### src/rtl/muldiv_pkg.sv
// Shared encodings for the iterative multiply/divide unit: operation codes
// and controller state encodings, kept beside the ALU op codes.
package muldiv_pkg;

  typedef enum logic [1:0] {
    MD_MULT  = 2'b00,
    MD_MULTU = 2'b01,
    MD_DIV   = 2'b10,
    MD_DIVU  = 2'b11
  } md_op_e;

  typedef enum logic [1:0] {
    MD_IDLE = 2'b00,
    MD_CALC = 2'b01,
    MD_FIX  = 2'b10,
    MD_DONE = 2'b11
  } md_state_e;

endpackage

### src/rtl/muldiv.sv
// Iterative MULT/MULTU/DIV/DIVU unit with architectural HI/LO registers.
// Magnitudes are iterated one bit per cycle; sign correction happens in FIX.
module muldiv
  import muldiv_pkg::*;
#(
  parameter int WIDTH = 32
) (
  input  logic             clk,
  input  logic             rst_n,
  input  logic             start,
  input  logic [1:0]       op,
  input  logic [WIDTH-1:0] a,
  input  logic [WIDTH-1:0] b,
  input  logic             hi_we,
  input  logic             lo_we,
  input  logic [WIDTH-1:0] wdata,
  output logic             busy,
  output logic             done,
  output logic [WIDTH-1:0] hi,
  output logic [WIDTH-1:0] lo
);

  localparam int CNT_W = $clog2(WIDTH);
  localparam logic [CNT_W-1:0] CNT_LAST = CNT_W'(WIDTH - 1);

  md_state_e            state_q, state_d;
  logic [2*WIDTH-1:0]   acc_q, acc_d;     // product, or {remainder, quotient}
  logic [WIDTH-1:0]     opnd_q, opnd_d;   // multiplicand or divisor magnitude
  logic [CNT_W-1:0]     cnt_q, cnt_d;
  logic                 neg_q, neg_d;     // negate product / quotient
  logic                 rneg_q, rneg_d;   // negate remainder
  logic                 dz_q, dz_d;
  logic                 div_q, div_d;
  logic [WIDTH-1:0]     hi_q, hi_d, lo_q, lo_d;
  logic                 busy_q, done_q;

  logic                 in_div, in_signed, a_neg, b_neg;
  logic [WIDTH-1:0]     a_mag, b_mag;
  logic [WIDTH:0]       add_sum, rem_sh, sub_diff;

  assign in_div    = op[1];
  assign in_signed = ~op[0];
  assign a_neg     = in_signed & a[WIDTH-1];
  assign b_neg     = in_signed & b[WIDTH-1];
  assign a_mag     = a_neg ? -a : a;
  assign b_mag     = b_neg ? -b : b;

  // Multiply adds into the upper word with carry; divide trial-subtracts the
  // shifted partial remainder, whose top bit needs the extra position.
  assign add_sum  = {1'b0, acc_q[2*WIDTH-1:WIDTH]} + {1'b0, opnd_q};
  assign rem_sh   = acc_q[2*WIDTH-1:WIDTH-1];
  assign sub_diff = rem_sh - {1'b0, opnd_q};

  always_comb begin
    // NOTE: every signal driven here gets a default first so no latch is inferred.
    state_d = state_q;
    acc_d   = acc_q;
    opnd_d  = opnd_q;
    cnt_d   = cnt_q;
    neg_d   = neg_q;
    rneg_d  = rneg_q;
    dz_d    = dz_q;
    div_d   = div_q;
    hi_d    = hi_q;
    lo_d    = lo_q;

    unique case (state_q)
      MD_IDLE, MD_DONE: begin
        if (start) begin
          dz_d    = in_div && (b == '0);
          div_d   = in_div;
          neg_d   = a_neg ^ b_neg;
          rneg_d  = a_neg;
          opnd_d  = b_mag;
          // Divide by zero keeps the raw dividend so HI can return it untouched.
          acc_d   = {{WIDTH{1'b0}}, (in_div && (b == '0)) ? a : a_mag};
          cnt_d   = '0;
          state_d = (in_div && (b == '0)) ? MD_FIX : MD_CALC;
        end else begin
          state_d = MD_IDLE;
          if (state_q == MD_IDLE) begin
            if (hi_we) hi_d = wdata;
            if (lo_we) lo_d = wdata;
          end
        end
      end

      MD_CALC: begin
        if (div_q) begin
          if (sub_diff[WIDTH]) acc_d = {rem_sh[WIDTH-1:0], acc_q[WIDTH-2:0], 1'b0};
          else                 acc_d = {sub_diff[WIDTH-1:0], acc_q[WIDTH-2:0], 1'b1};
        end else begin
          if (acc_q[0]) acc_d = {add_sum, acc_q[WIDTH-1:1]};
          else          acc_d = {1'b0, acc_q[2*WIDTH-1:1]};
        end
        cnt_d = cnt_q + CNT_W'(1);
        if (cnt_q == CNT_LAST) state_d = MD_FIX;
      end

      MD_FIX: begin
        if (dz_q) begin
          lo_d = '1;
          hi_d = acc_q[WIDTH-1:0];
        end else if (div_q) begin
          lo_d = neg_q  ? -acc_q[WIDTH-1:0]       : acc_q[WIDTH-1:0];
          hi_d = rneg_q ? -acc_q[2*WIDTH-1:WIDTH] : acc_q[2*WIDTH-1:WIDTH];
        end else begin
          {hi_d, lo_d} = neg_q ? -acc_q : acc_q;
        end
        state_d = MD_DONE;
      end

      default: state_d = MD_IDLE;
    endcase
  end

  // NOTE: the datapath registers are reset too, so a mid-operation reset leaves no stale partial result.
  always_ff @(posedge clk or negedge rst_n) begin
    if (!rst_n) begin
      state_q <= MD_IDLE;
      acc_q   <= '0;
      opnd_q  <= '0;
      cnt_q   <= '0;
      neg_q   <= 1'b0;
      rneg_q  <= 1'b0;
      dz_q    <= 1'b0;
      div_q   <= 1'b0;
      hi_q    <= '0;
      lo_q    <= '0;
      busy_q  <= 1'b0;
      done_q  <= 1'b0;
    end else begin
      // NOTE: non-blocking assignments so every register samples pre-edge values.
      state_q <= state_d;
      acc_q   <= acc_d;
      opnd_q  <= opnd_d;
      cnt_q   <= cnt_d;
      neg_q   <= neg_d;
      rneg_q  <= rneg_d;
      dz_q    <= dz_d;
      div_q   <= div_d;
      hi_q    <= hi_d;
      lo_q    <= lo_d;
      busy_q  <= (state_d == MD_CALC) || (state_d == MD_FIX);
      done_q  <= (state_d == MD_DONE);
    end
  end

  assign busy = busy_q;
  assign done = done_q;
  assign hi   = hi_q;
  assign lo   = lo_q;

endmodule

### config.mk
export PLATFORM = sky130hd
export DESIGN_NAME = muldiv
export DESIGN_NICKNAME = d
export VERILOG_FILES = /design/src/rtl/muldiv_pkg.sv /design/src/rtl/muldiv.sv
export SDC_FILE = /design/constraint.sdc
export NUM_CORES = 1
export LEC_CHECK = 0
export CAP_MARGIN = 15
export CELL_PAD_IN_SITES_DETAIL_PLACEMENT = 1
export CELL_PAD_IN_SITES_GLOBAL_PLACEMENT = 1
export CORE_AREA = 2 2 200 202
export DETAILED_ROUTE_END_ITERATION = 7
export DIE_AREA = 0 0 202 204
export GPL_ROUTABILITY_DRIVEN = 0
export HOLD_SLACK_MARGIN = 0.1
export PLACE_DENSITY_LB_ADDON = 0.1
export RECOVER_POWER = 50
export REMOVE_ABC_BUFFERS = 1
export SYNTH_ARGS = -nofsm -noshare
export SYNTH_HDL_FRONTEND = slang
export SYNTH_SLANG_ARGS = --single-unit
### constraint.sdc
create_clock -name clk -period 3.5 [get_ports clk]
set_input_delay 0.525 -clock clk [delete_from_list [all_inputs] [get_ports clk]]
set_output_delay 0.525 -clock clk [all_outputs]
set_load 0.01 [all_outputs]
==> impl_metrics.csv <==
group,metric,value,unit
outcome,status,"finished, violations left",
outcome,violations,"max-capacitance violations, max-slew violations",
pwr,p_leak,0.00827,µW
cts,cts_made_buffers,17,
setup_path,critical_path.top_delay_family,"simple AND/OR/NAND/NOR gates",
synth,synth_top_family_by_area,"compound AO/OA/AOI/OAI gates",
synth,synth.largest_area_cell,"dfrtp_1",
setup_path,r2r_start,"acc_q[1]",
routing,wire_per_inst,21.0,µm
sta,relSlewSlack,-48.3,%
synth,synthAdderAreaFrac,6.42,%
die,ios,169,
sta,rsz0062_at_grt,"true",
setup_path,path_class,"reg2reg",
pwr,powerDensity,779,nW/µm²
setup_path,timing.rr.end,"hi[7]",
sta,slew_viol_final,74,
synth,yosysTopAreaCellShare,28.8,%
pwr,power.total,15000,µW
final_layout,utilization,49.1,%
synth,ys_ff_latch,173,
final_layout,final_common_cell,"nand2_1",
routing,drc,0,
synth,synthCells,1903,
cts,clock_path_buffers,2,
synth,syn_area,15000,µm²
die,placementRows,73,
routing,ant_nets,0,
sta,fin_skew,12.6,ps
min_path,min-delay-start,"hi[15]",
final_layout,syn_to_final_growth,27.7,%
synth,synth_area_leaders,"dfrtp_1 29%, o21ai_0 6.9%, nand2_1 6.7%",
die,start_util,38.4,%
routing,vias,15500,
synth,synth-simple-area-share,18.3,%
synth,synth-xor-area-share,9.90,%
synth,synthMuxAreaShare,3.98,%
min_path,hold_path_end,"hi[15]",
cts,cts_root_buf,"clkbuf_16",
die,fp.coreArea,39200,µm²
cts,htreeDepth,4,
setup_path,crit_required,3800,ps
sta,worst_pin_slew,2220,ps
die,dieWidth,202,µm
setup_path,crit_path_end_kind,"flop",
synth,synth_compound_area_share,27.5,%
final_layout,layout_common_cells,"266 x nand2_1, 205 x o21ai_0, 190 x buf_4, 172 x dfrtp_1, 143 x clkdlybuf4s50_1",
sta,period_minus_slack,3500,ps
min_path,hold_class,"reg2reg",
setup_path,cp.buffers_inverters,1,
setup_path,crit_path_top_delay_cell,"or4_4",
place,dp_hpwl,43500,µm
final_layout,n_fill_cell,4751,
setup_path,crit_fanout,4,
synth,synth_edf_count,0,
setup_path,worstPathCellList,"or4_4, nor4_4, nand3_1, or4_4, o21ai_1, nand2_1, buf_4, xnor2_1, o211ai_1, o21ai_0, o21ai_0",
final_layout,drive_above_1_share,14.3,%
place,io_buffers,168,
global_route,antenna_found_initial,0,
sta,period_share,99.9,%
min_path,min_path_cells,2,
synth,ys_seq_area_share,28.8,%
routing,viasPerCell,5.75,
cts,path_clk_slew,80,ps
setup_path,worstRegToRegCells,11,
setup_path,worst-r2r-setup-slack,2,ps
global_route,grt_use_total,27.7,%
routing,drtIter0Drc,731,
cts,clock-sinks,173,
global_route,grt_pass1_vias,16200,
synth,synth_ff_type,"dfrtp_1",
sta,hold_viol,0,
setup_path,arrival,3800,ps
synth,ys_warn_count,0,
pwr,irDropWorstVdd,0.426,mV
sta,setup_viol,0,
final_layout,diodes,0,
cts,cts_hold_buffers,0,
die,dieArea,41200,µm²
routing,wirelength,56600,µm
run,max_cap_violations,1,
synth,synthArstFlopShare,100,%
sta,clock.fmax,286,MHz
global_route,grt_pass1_wl,90000,µm
die,die_y,204,µm
synth,synth_cell_types,85,
setup_path,slowest_delay,590,ps
routing,drt_pre_antenna_iters,5,
setup_path,start_kind,"flop",
synth,syn-mean-instance-area,7.91,µm²
global_route,grt-ovfl-total,0,
final_layout,nNetsFinal,2333,
cts,cts_tree,"done",
global_route,grt_start_max_net_pins,74,
cts,clk_latency,480,ps
layer usage:
| layer | wire (µm) | GRT usage (%) | up-vias |
|---|---|---|---|
| li1 | - | - | 7365 |
| met1 | 25700 | 36.1 | 7677 |
| met2 | 27000 | 46.9 | 334 |
| met3 | 2260 | 3.59 | 96 |
| met4 | 1640 | 10.2 | 0 |
| met5 | 0 | 0 | - |
registers in the layout (all words and copies together) (netlist names):
signal / flops
div_q: 1
busy: 1
lo: 32
done: 1
hi: 32
acc_q: 64
opnd_q: 32
dz_q: 1
rneg_q: 1
state_q: 2
neg_q: 1
cnt_q: 5
worst register-to-register path, stage by stage, from the launching register on:
cell and delay [ps]:
dfrtp_1 420, or4_4 590, nor4_4 400, nand3_1 270, or4_4 590, o21ai_1 160, nand2_1 100, buf_4 150
xnor2_1 300, o211ai_1 130, o21ai_0 110, o21ai_0 100
synth_stat cells, drive strengths merged, types with 9 or more instances:
| master | n |
|---|---|
| a211oi | 15 |
| a21o | 32 |
| a21oi | 127 |
| a22oi | 16 |
| a31oi | 15 |
| a32o | 10 |
| buf | 24 |
| clkbuf | 110 |
| dfrtp | 173 |
| ha | 74 |
| inv | 63 |
| mux2i | 53 |
| nand2 | 268 |
| nand2b | 28 |
| nand3 | 20 |
| nor2 | 101 |
| nor2b | 20 |
| nor3 | 33 |
| nor4 | 13 |
| o211ai | 38 |
| o21ai | 244 |
| o21bai | 9 |
| o221ai | 12 |
| o22ai | 38 |
| o31ai | 29 |
| o41ai | 15 |
| or2 | 13 |
| or3 | 23 |
| or4 | 21 |
| xnor2 | 111 |
| xor2 | 57 |
power by group:
group          switching [µW]  internal (µW)  leakage [µW]
registers                 605           2510       0.00218
clock network             924           1200      0.000298
logic                    5410           4310       0.00580
repair_timing:
action	4_1_cts	5_1_grt
resized for setup	15	24
cloned	0	0
pin swaps	3	12
endpoints found under the hold margin	0	0
setup endpoints to repair	36	49
setup buffers	4	2
worst max-delay path by stage:
stage	cells after the start	end	slack (ps)	start
after floorplan	8	acc_q[61]	-1330	state_q[0]
after global routing	14	acc_q[57]	-120	acc_q[43]
after global placement	14	acc_q[61]	-210	acc_q[31]
after CTS	14	hi[22]	2	acc_q[0]
final	11	hi[7]	2	acc_q[1]
after detailed placement	14	acc_q[61]	-260	acc_q[31]
logic make-up (layout without fill, tap and decap cells):
logic type,after synthesis,in the layout
AOI/OAI and AO/OA,656,656
xor gates and xnor gates,168,168
adders and majority gates,76,76
buffers and inverters,197,461
DFF,173,173
muxes,59,59
and+or+nand+nor,574,574
layout make-up:
cell class	instances	area (µm²)	share of cell area (%)
Tap cell	525	657	3.42
Sequential cell	173	4330	22.5
Clock inverter	13	189	0.983
Inverter	63	236	1.23
Multi-Input combinational cell	1533	10100	52.8
Timing Repair Buffer	366	3220	16.8
Clock buffer	19	433	2.25
through the flow:
stage / setup TNS [ps] / instance area [µm²] / hold WS, ps / worst slack, ps / cells
after detailed placement: -8070 / 18400 / 470 / -259 / 2653
final: 0 / 19200 / 474 / 2.17 / 2692
after global routing: -820 / 19200 / 504 / -117 / 2692
after global placement: -4590 / 18400 / 458 / -208 / 2653
after CTS: 0 / 19100 / 133 / 2.00 / 2689
after floorplan: -53550 / 14500 / 229 / -1330 / 1769
Note: power is estimated with default switching activity, not from simulation.
